File: src/rtl/input_port_buffer.sv
// Per-port ingress buffer: flit FIFO, header mask extraction and request/transfer FSM for the 4-port switch.
// Optional cut-through head gating is enabled with `define IPB_CUT_THROUGH_EN (default: store-and-forward).

package packet_pkg;
  localparam int ADDR_WIDTH = 4;
endpackage

module input_port_buffer
  import packet_pkg::*;
#(
  parameter int DATA_W = 32,
  parameter int DEPTH  = 8
) (
  input  logic                  clk,
  input  logic                  rst_n,
  input  logic                  in_valid,
  output logic                  in_ready,
  input  logic [DATA_W-1:0]     in_data,
  input  logic                  in_sop,
  input  logic                  in_eop,
  output logic                  port_req,
  output logic [ADDR_WIDTH-1:0] port_dst,
  input  logic                  grant,
  output logic                  out_valid,
  output logic [DATA_W-1:0]     out_data,
  output logic                  out_sop,
  output logic                  out_eop,
  output logic [7:0]            drop_cnt
);

  localparam int PTR_W   = $clog2(DEPTH);
  localparam int ENTRY_W = DATA_W + 2;

  typedef enum logic [1:0] {IDLE, REQ, XFER, DROP} state_t;

  state_t                state_q, state_d;
  logic [ENTRY_W-1:0]    mem [DEPTH];
  logic [PTR_W:0]        wr_ptr, rd_ptr;
  logic [ADDR_WIDTH-1:0] dst_q, dst_d;
  logic                  grant_q;
  logic                  empty, full, push, pop, drop_inc, head_ready;
  logic                  head_sop, head_eop;
  logic [DATA_W-1:0]     head_data;

  // Extra pointer MSB distinguishes full from empty when the indices match.
  assign empty = (wr_ptr == rd_ptr);
  assign full  = (wr_ptr[PTR_W] != rd_ptr[PTR_W]) &&
                 (wr_ptr[PTR_W-1:0] == rd_ptr[PTR_W-1:0]);

  assign in_ready = !full;
  assign push     = in_valid && in_ready;

  assign {head_sop, head_eop, head_data} = mem[rd_ptr[PTR_W-1:0]];

  // NOTE: storage has no reset; emptiness is tracked by the pointers, so stale
  // entries are never observed and the array can map onto plain RAM.
  always_ff @(posedge clk) begin
    if (push) mem[wr_ptr[PTR_W-1:0]] <= {in_sop, in_eop, in_data};
  end

  // NOTE: state is updated with non-blocking assignments so every register
  // samples pre-edge values regardless of process ordering.
  always_ff @(posedge clk or negedge rst_n) begin
    if (!rst_n) begin
      wr_ptr   <= '0;
      rd_ptr   <= '0;
      state_q  <= IDLE;
      dst_q    <= '0;
      grant_q  <= 1'b0;
      drop_cnt <= '0;
    end else begin
      if (push) wr_ptr <= wr_ptr + (PTR_W+1)'(1);
      if (pop)  rd_ptr <= rd_ptr + (PTR_W+1)'(1);
      state_q <= state_d;
      dst_q   <= dst_d;
      grant_q <= grant;
      if (drop_inc && drop_cnt != 8'hFF) drop_cnt <= drop_cnt + 8'd1;
    end
  end

`ifdef IPB_CUT_THROUGH_EN
  assign head_ready = !empty;
`else
  logic [PTR_W:0] pkt_cnt;
  logic           push_eop, pop_eop;

  assign push_eop = push && in_eop;
  assign pop_eop  = pop && head_eop;

  always_ff @(posedge clk or negedge rst_n) begin
    if (!rst_n) begin
      pkt_cnt <= '0;
    end else if (push_eop && !pop_eop) begin
      pkt_cnt <= pkt_cnt + (PTR_W+1)'(1);
    end else if (pop_eop && !push_eop) begin
      pkt_cnt <= pkt_cnt - (PTR_W+1)'(1);
    end
  end

  // Only whole packets are offered to the arbiter.
  assign head_ready = (pkt_cnt != '0);
`endif

  // NOTE: every output of this block gets a default first so no latch is inferred.
  always_comb begin
    state_d   = state_q;
    dst_d     = dst_q;
    pop       = 1'b0;
    out_valid = 1'b0;
    drop_inc  = 1'b0;
    unique case (state_q)
      IDLE: begin
        if (head_ready) begin
          if (!head_sop || head_data[ADDR_WIDTH-1:0] == '0) begin
            state_d = DROP;
          end else begin
            state_d = REQ;
            dst_d   = head_data[ADDR_WIDTH-1:0];
          end
        end
      end
      REQ: begin
        if (grant) state_d = XFER;
      end
      XFER: begin
        // grant_q mirrors the arbiter's registered path select.
        out_valid = grant_q && !empty;
        pop       = out_valid;
        if (pop && head_eop) state_d = IDLE;
      end
      DROP: begin
        pop = !empty;
        if (pop && head_eop) begin
          state_d  = IDLE;
          drop_inc = 1'b1;
        end
      end
      default: state_d = IDLE;
    endcase
  end

  assign port_req = (state_q == REQ) || (state_q == XFER);
  assign port_dst = port_req ? dst_q : '0;

  assign out_data = empty ? '0 : head_data;
  assign out_sop  = !empty && head_sop;
  assign out_eop  = !empty && head_eop;

endmodule

File: config.mk
export PLATFORM = sky130hd
export DESIGN_NAME = input_port_buffer
export DESIGN_NICKNAME = d
export VERILOG_FILES = /design/src/rtl/input_port_buffer.sv
export SDC_FILE = /design/constraint.sdc
export NUM_CORES = 1
export LEC_CHECK = 0
export BUFFER_PORTS_ARGS = -buffer_cell sky130_fd_sc_hd__buf_4
export CAP_MARGIN = 15
export CORE_UTILIZATION = 45
export CTS_BUF_LIST = sky130_fd_sc_hd__clkbuf_16
export DETAILED_ROUTE_END_ITERATION = 10
export MAX_ROUTING_LAYER = met4
export PLACE_DENSITY_LB_ADDON = 0.1
export SLEW_MARGIN = 20
export SYNTH_ARGS = -nofsm -noshare
export SYNTH_HDL_FRONTEND = slang
export SYNTH_SLANG_ARGS = --single-unit
File: constraint.sdc
create_clock -name clk -period 4.75 [get_ports clk]
set_input_delay 0.2375 -clock clk [delete_from_list [all_inputs] [get_ports clk]]
set_output_delay 0.2375 -clock clk [all_outputs]
set_load 0.05 [all_outputs]
### Word level (Yosys, flattened, before mapping)

Memory sizes are Yosys's and may differ from the RTL's.
Index checks and enable logic that the tools add are counted.

| word-level totals | value |
|---|---|
| RAM bits | 272 |
| memory bits (read-only) | 0 |
| input bits | 38 |
| flip-flop bits (word level) | 27 |
| bits in latches | 0 |
| logic and storage cells | 65 |
| memories | 1 |
| output and inout bits | 49 |

Memory list:

| name | words | width | rd ports | clocked after memory_dff | wr ports | line | source |
|---|---|---|---|---|---|---|---|
| mem | 8 | 34 | 1 | 0 | 1 | 37 | `logic [ENTRY_W-1:0] mem [DEPTH];` |

| operators by class | value |
|---|---|
| multipliers | 0 |
| bitwise gates (word level) | 1 |
| add/subtract/negate cells | 5 |
| equality and inequality tests | 11 |
| muxes and demuxes | 16 |
| reduce and logical (&&, ||, !) cells | 24 |
| divide/modulo/power cells | 0 |
| magnitude comparators | 0 |
| shift operators | 0 |

Operator list:

| operator | number |
|---|---|
| 2-to-1 mux 32 bit | 1 |
| adder 4 x 1 -> 4 bit (second input constant) | 3 |
| 2-to-1 mux 4 bit | 3 |
| logical AND 1 bit | 11 |
| 2-to-1 mux 2 bit | 5 |
| adder 8 x 1 -> 8 bit (second input constant) | 1 |
| inequality test 2 bit (second input constant) | 4 |
| inequality test 8 bit (second input constant) | 1 |
| one-hot mux 2 bit (4 select lines) | 1 |
| zero test 1 bit | 5 |
| 2-to-1 mux 1 bit | 5 |
| equality test 2 bit (second input constant) | 2 |
| equality test 4 bit | 1 |
| zero test 4 bit | 1 |
| AND reduction 4 bit | 1 |
| nonzero test 4 bit | 1 |
| subtractor 4 x 1 -> 4 bit (second input constant) | 1 |
| equality test 3 bit | 1 |
| AND reduction 3 bit | 1 |
| equality test 2 x 1 -> 1 bit (second input constant) | 1 |
| zero test 2 bit | 1 |
| logical OR 1 bit | 2 |
| one-hot mux 1 bit (2 select lines) | 1 |
| nonzero test 2 bit | 1 |
| 2 further kinds | 2 |

### Logic depth before layout (Yosys ltp)

| logic depth | value |
|---|---|
| word-level depth | 9 |
| mapped depth | 13 |

### Worst setup path before layout

OpenSTA, ideal clock, no wires.

| path | value |
|---|---|
| kind | register to register |
| from | register rd_ptr[0] |
| to | memory mem[0][0] in the netlist's numbering (enable) |
| cell stages (with the launch flop) | 8 |
| library setup time | 468 ps |
| clock period less this slack | 4699 ps |
| slack | 51 ps |
| buffers on the path | 2 |
| data required time | 4282 ps |
| arrival | 4231 ps |
| path through | dfrtp_1 buf_6 xor2_1 or4b_2 clkbuf_1 nand2_1 or2_2 nor3_1 |

| between the ends | value |
|---|---|
| cells in the longest elaborated chain, start to end | 6 |

Ends and longest elaborated chain:

| item | line | source |
|---|---|---|
| from (decl) | 38 | `logic [PTR_W:0] wr_ptr, rd_ptr;` |
| from (signal assigned) | 73 | `if (pop) rd_ptr <= rd_ptr + (PTR_W+1)'(1);` |
| equality test 3 bit | 48 | `(wr_ptr[PTR_W-1:0] == rd_ptr[PTR_W-1:0]);` |
| logical AND 1 bit | 47 | `assign full = (wr_ptr[PTR_W] != rd_ptr[PTR_W]) &&` |
| zero test 1 bit | 50 | `assign in_ready = !full;` |
| via in_ready | 17 | `output logic in_ready,` |
| logical AND 1 bit | 51 | `assign push = in_valid && in_ready;` |
| 2-to-1 mux 1 bit | 58 | `if (push) mem[wr_ptr[PTR_W-1:0]] <= {in_sop, in_eop, in_data};` |
| 2-to-1 mux 1 bit (implied by the code) | 58 |  |
| to (decl) | 37 |  |

The timed path passes the listed nets, and every way through them passes these cells.

### Worst setup path in the final report

| path | value |
|---|---|
| from | register rd_ptr[0] |
| to | register pkt_cnt[3] |

| between the ends | value |
|---|---|
| cells in the longest elaborated chain, start to end | 8 |
| elaborated cells between the ends (all ways) | 17 |

Ends and longest elaborated chain:

| item | line | source |
|---|---|---|
| equality test 4 bit / equality test 3 bit (equally long branches) | 46, 48 |  |
| zero test 1 bit / logical AND 1 bit (equally long branches) | 127, 132, 47 |  |
| logical AND 1 bit / zero test 1 bit (equally long branches) | 127, 50 |  |
| one-hot mux 1 bit (2 select lines) / logical AND 1 bit (equally long branches) | 111, 51 |  |
| logical AND 1 bit, on equally long branches | 88, 87 |  |
| zero test 1 bit, on equally long branches | 93, 95 |  |
| logical AND 1 bit, on equally long branches | 93, 95 |  |
| 2-to-1 mux 4 bit / nonzero test 2 bit (equally long branches) | n/a |  |
| to (signal assigned) | 94 | `pkt_cnt <= pkt_cnt + (PTR_W+1)'(1);` |
| to (signal assigned) | 96 | `pkt_cnt <= pkt_cnt - (PTR_W+1)'(1);` |
| to (decl) | 84 | `logic [PTR_W:0] pkt_cnt;` |

Parallel ways exist; a longest one is shown, timed or not.
A chain may end at the register's enable or synchronous reset.

==> summary.md <==
| Metric | Value |
|---|---|
| Outcome | finished clean |
| Synthesis-to-finish area growth | 21.23% |
| Synthesized area per cell | 20.62 um2 |
| Top-level I/O count | 87 |
| CTS buffer count | 34 |
| CTS tree | yes |
| R2R setup slack | 1480 ps |
| Layout cell share with drive strength beyond 1 | 31.68% |
| R2R Path End | pkt_cnt[3]$_DFFE_PN0P_ |
| Cell Count, Final, Fillers Out | 1,083 |
| Worst hold-check path type | in2reg |
| Total Routing Usage GR | 18.58% |
| Unrepaired setup endpoints after global routing | false |
| Syn_nets | 624 |
| Type of destination of the critical path | flip-flop |
| Starting density of the core | 45.62% |
| Total Die Area | 0.02699 mm2 |
| Port Buf Inserts | 86 |
| Clock latency at the later pin of the worst-skew pair | 500 ps |
| Maximum Capacitance Violations | 0 |
| Period utilisation layout | 68.80% |
| Depth of the worst register-to-register path | 12 |
| Number of nets with antenna violations after detailed routing | 0 |
| Residual overflow from global routing | 0 |
| Clock tree buffer depth | 3 |
| Number of instances in the synthesized netlist | 575 |
| Clock slew seen by the registers of the worst setup and hold paths | 60 ps |
| Width of the die | 164.3 um |
| Min Clock Period, post-route | 3268 ps |
| Data required, critical path | 5130 ps |
| Seq/Total Area, Yosys | 74.60% |
| Critical path peak fanout | 21 |
| Post-detailed-placement half-perimeter wirelength | 13.68 mm |
| Arrival time of the worst setup path | 3650 ps |
| Final standard cell area without fillers | 0.01437 mm2 |
| Total clock sinks | 299 |
| Core ar. | 0.02598 mm2 |
| Buf/Inv on CP | 2 |
| Overall via count from detail_route | 5,868 |
| Total setup violations reported at the end of the flow | 0 |
| Launching point of the worst reg2reg path | rd_ptr[0]$_DFFE_PN0P_ |
| Post-Route WL | 23.25 mm |
| Gate power share | 42.6% |
| P_sw | 3.981 mW |
| Diodes inserted | 0 |
| Nature of the critical path startpoint | flip-flop |
| Proportion of power drawn by flip-flops and latches | 35.1% |
| Flops & latches, synth | 299 |
| Maximum number of pins on one net before global-route repair | 61 |
| Most Frequent Cell on Critical Path | sky130_fd_sc_hd__ha_1 |
| Final setup TNS | 0 ps |
| Distinct cell type count after synthesis | 40 |
| DRC violation count after routing | 0 |
| Clock root buffer master | sky130_fd_sc_hd__clkbuf_16 |
| Count of filler cells inserted in the layout | 1,991 |
| Number of iterations in the first detailed-routing pass | 4 |
| Setup CP Type | reg2reg |
| Tightest slew margin relative to the limit | 39.17% |
| Post-layout power | 10.27 mW |
| Final RePlAce weighted congestion | 0.7545 |
| Placed Instances | 986 |
| Critical-path cell list | buf_4 > mux2i_1 > a22o_1 > or4_1 > ha_1 > inv_1 > ha_1 > a21o_1 > a21oi_1 > xnor2_1 > nor2_1 > xor2_1 |
| Vias in the first global route | 6,267 |
| Endpoint of the worst hold-timing path | wr_ptr[2]$_DFFE_PN0P_ |
| Slowest Stage Delay on Critical Path | 590 ps |
| Net total in the final layout | 772 |
| Initial antenna violation count | 0 |
| DRC violation total after the first TritonRoute iteration | 274 |
| Count of final hold-check violations | 0 |
| Cell type group with the largest total delay on the critical path | compound AO/OA/AOI/OAI gates |
| YS warnings | 0 |
| Number of levels the H-tree was split into | 2 |
| Final design utilization | 55.30% |
| PwrDens | 714.7 mW/mm2 |
| Die span in y | 164.3 um |
| Area of the multi-input gates | 0.002925 mm2 |
| FMAX | 0.3060 GHz |
| Area taken by flip-flops and latches | 0.008852 mm2 |
| Minimum setup slack in the final design | 1482 ps |
| Part of the total power dissipated in the clock network | 22.3% |
| Final clock skew | 12.09 ps |
| Placed cell areas | 0.01302 mm2 |
| Slowest stage cell on the critical path | sky130_fd_sc_hd__dfrtp_4 |
| Drt via density | 5.418 |
| Worst hold slack across all endpoints | 71.53 ps |
| Final number of max-transition violations | 0 |
| Detailed-route wire length per cell | 21.46 um |
| Leakage Power | 5.075 nW |
| Switching power as a share of total power | 38.77% |
| Number of cell rows | 59 |
| Worst-margin pin slew | 912.5 ps |
| Number of instances on the worst hold path | 3 |
| Cell-internal power | 6.288 mW |
| Global-route wire length before repair | 35.94 mm |
| DP Worst Slack | 1436 ps |
| Post-Synthesis Cell Area | 0.01185 mm2 |
| Worst hold path startpoint | in_valid |
| Largest voltage drop on the vdd net | 0.5162 mV |
| Number of gates resized after CTS | 0 |
## power groups by stage
stage | Clock [mW] | Sequential (mW) | Combinational, mW
finish | 2.29 | 3.60 | 4.38
detailed placement | 0 | 3.66 | 4.41
global route | 2.46 | 3.65 | 4.66
CTS | 2.35 | 3.61 | 4.44
floorplan | 0 | 3.59 | 3.17
global placement | 0 | 3.63 | 4.36
## logic make-up (layout without fill, tap and decap cells)
group,Yosys count,in the layout,share of synthesized area [%]
mux,115,115,16.99
compound gates,10,10,0.6545
simple gates,90,90,3.810
xor+xnor,20,20,1.478
buf+inv,30,203,1.235
flops,299,299,74.60
fa+ha+maj,11,11,1.224
## state kept, by name, indices dropped and copies added (netlist names)
name,cells
mem,272
drop_cnt,8
dst_q,4
pkt_cnt,4
rd_ptr,4
wr_ptr,4
state_q,2
grant_q,1
## Yosys cell counts, drive strengths merged
library cell  count  area (um2)
buf              13       82.58
nor3b             2       15.01
mux2i            34       340.3
or4b              2       20.02
mux4             66        1505
o41ai             1       16.27
edfxtp          272        8168
or4               1       7.510
ha               10       125.1
a21o              1       7.510
and2              6       37.54
o31ai             1       7.510
a22o              2       17.52
xnor2             7       61.31
nor2             41       153.9
nand2b            2       12.51
dfrtp            27       675.7
nor2b             9       56.30
nand4             2       12.51
a32oi             1       8.760
nand2             9       33.78
and3              2       12.51
nor4              3       33.78
nand3             4       20.02
o21ai             1       5.000
nor3              6       30.03
inv               3       11.26
xor2             13       113.9
or2               1       6.260
fa                1       20.02
clkbuf           14       52.55
a21oi             3       15.01
mux2             15       168.9
## layer usage
| layer | routed length (um) | up-vias | global-route usage [%] |
|---|---|---|---|
| li1 | - | 2619 | - |
| met1 | 10170 | 3077 | 24.25 |
| met2 | 11600 | 139 | 30.15 |
| met3 | 1115 | 33 | 3.384 |
| met4 | 351 | 0 | 4.840 |
| met5 | 0 | - | - |
## worst min-delay path: stages
cell                      delay [ps]
sky130_fd_sc_hd__buf_4           130
sky130_fd_sc_hd__nand3_1          90
sky130_fd_sc_hd__xnor2_1          60
## cells in the final DEF, fill, tap and decap left out, types with 12 or more instances in the layout
| master | count |
|---|---|
| sky130_fd_sc_hd__buf_4 | 101 |
| sky130_fd_sc_hd__clkbuf_16 | 34 |
| sky130_fd_sc_hd__dfrtp_1 | 24 |
| sky130_fd_sc_hd__dlygate4sd3_1 | 36 |
| sky130_fd_sc_hd__edfxtp_1 | 272 |
| sky130_fd_sc_hd__inv_1 | 12 |
| sky130_fd_sc_hd__mux2_2 | 14 |
| sky130_fd_sc_hd__mux2i_1 | 34 |
| sky130_fd_sc_hd__mux4_2 | 61 |
| sky130_fd_sc_hd__nor2_1 | 35 |
| sky130_fd_sc_hd__xor2_1 | 13 |
## worst max path at each step
stage                           from                      to  slack [ps]  cells past startpoint
5_1_grt        rd_ptr[0]$_DFFE_PN0P_  pkt_cnt[3]$_DFFE_PN0P_        1220                     12
6_report       rd_ptr[0]$_DFFE_PN0P_  pkt_cnt[3]$_DFFE_PN0P_        1480                     12
2_1_floorplan  rd_ptr[0]$_DFFE_PN0P_     mem[0][0]$_DFFE_PP_          50                      7
3_3_place_gp   rd_ptr[0]$_DFFE_PN0P_  pkt_cnt[3]$_DFFE_PN0P_        1500                     12
3_5_place_dp   rd_ptr[0]$_DFFE_PN0P_  pkt_cnt[3]$_DFFE_PN0P_        1440                     12
4_1_cts        rd_ptr[0]$_DFFE_PN0P_  pkt_cnt[3]$_DFFE_PN0P_        1420                     12
## cell type report
type / instances / area share, %
repair buffers: 139 / 8.167
multi-input cells: 246 / 20.36
flip-flops and latches: 299 / 61.60
clock inverters: 27 / 0.9578
clock buffers: 34 / 5.921
inverters: 3 / 0.07836
well taps: 335 / 2.917
## repair_timing
action                                 in CTS  in global routing
hold buffers                               36                  0
endpoints found under the hold margin     300                  0
buffers inserted                            0                  0
Power figures use the tool's default switching activity.
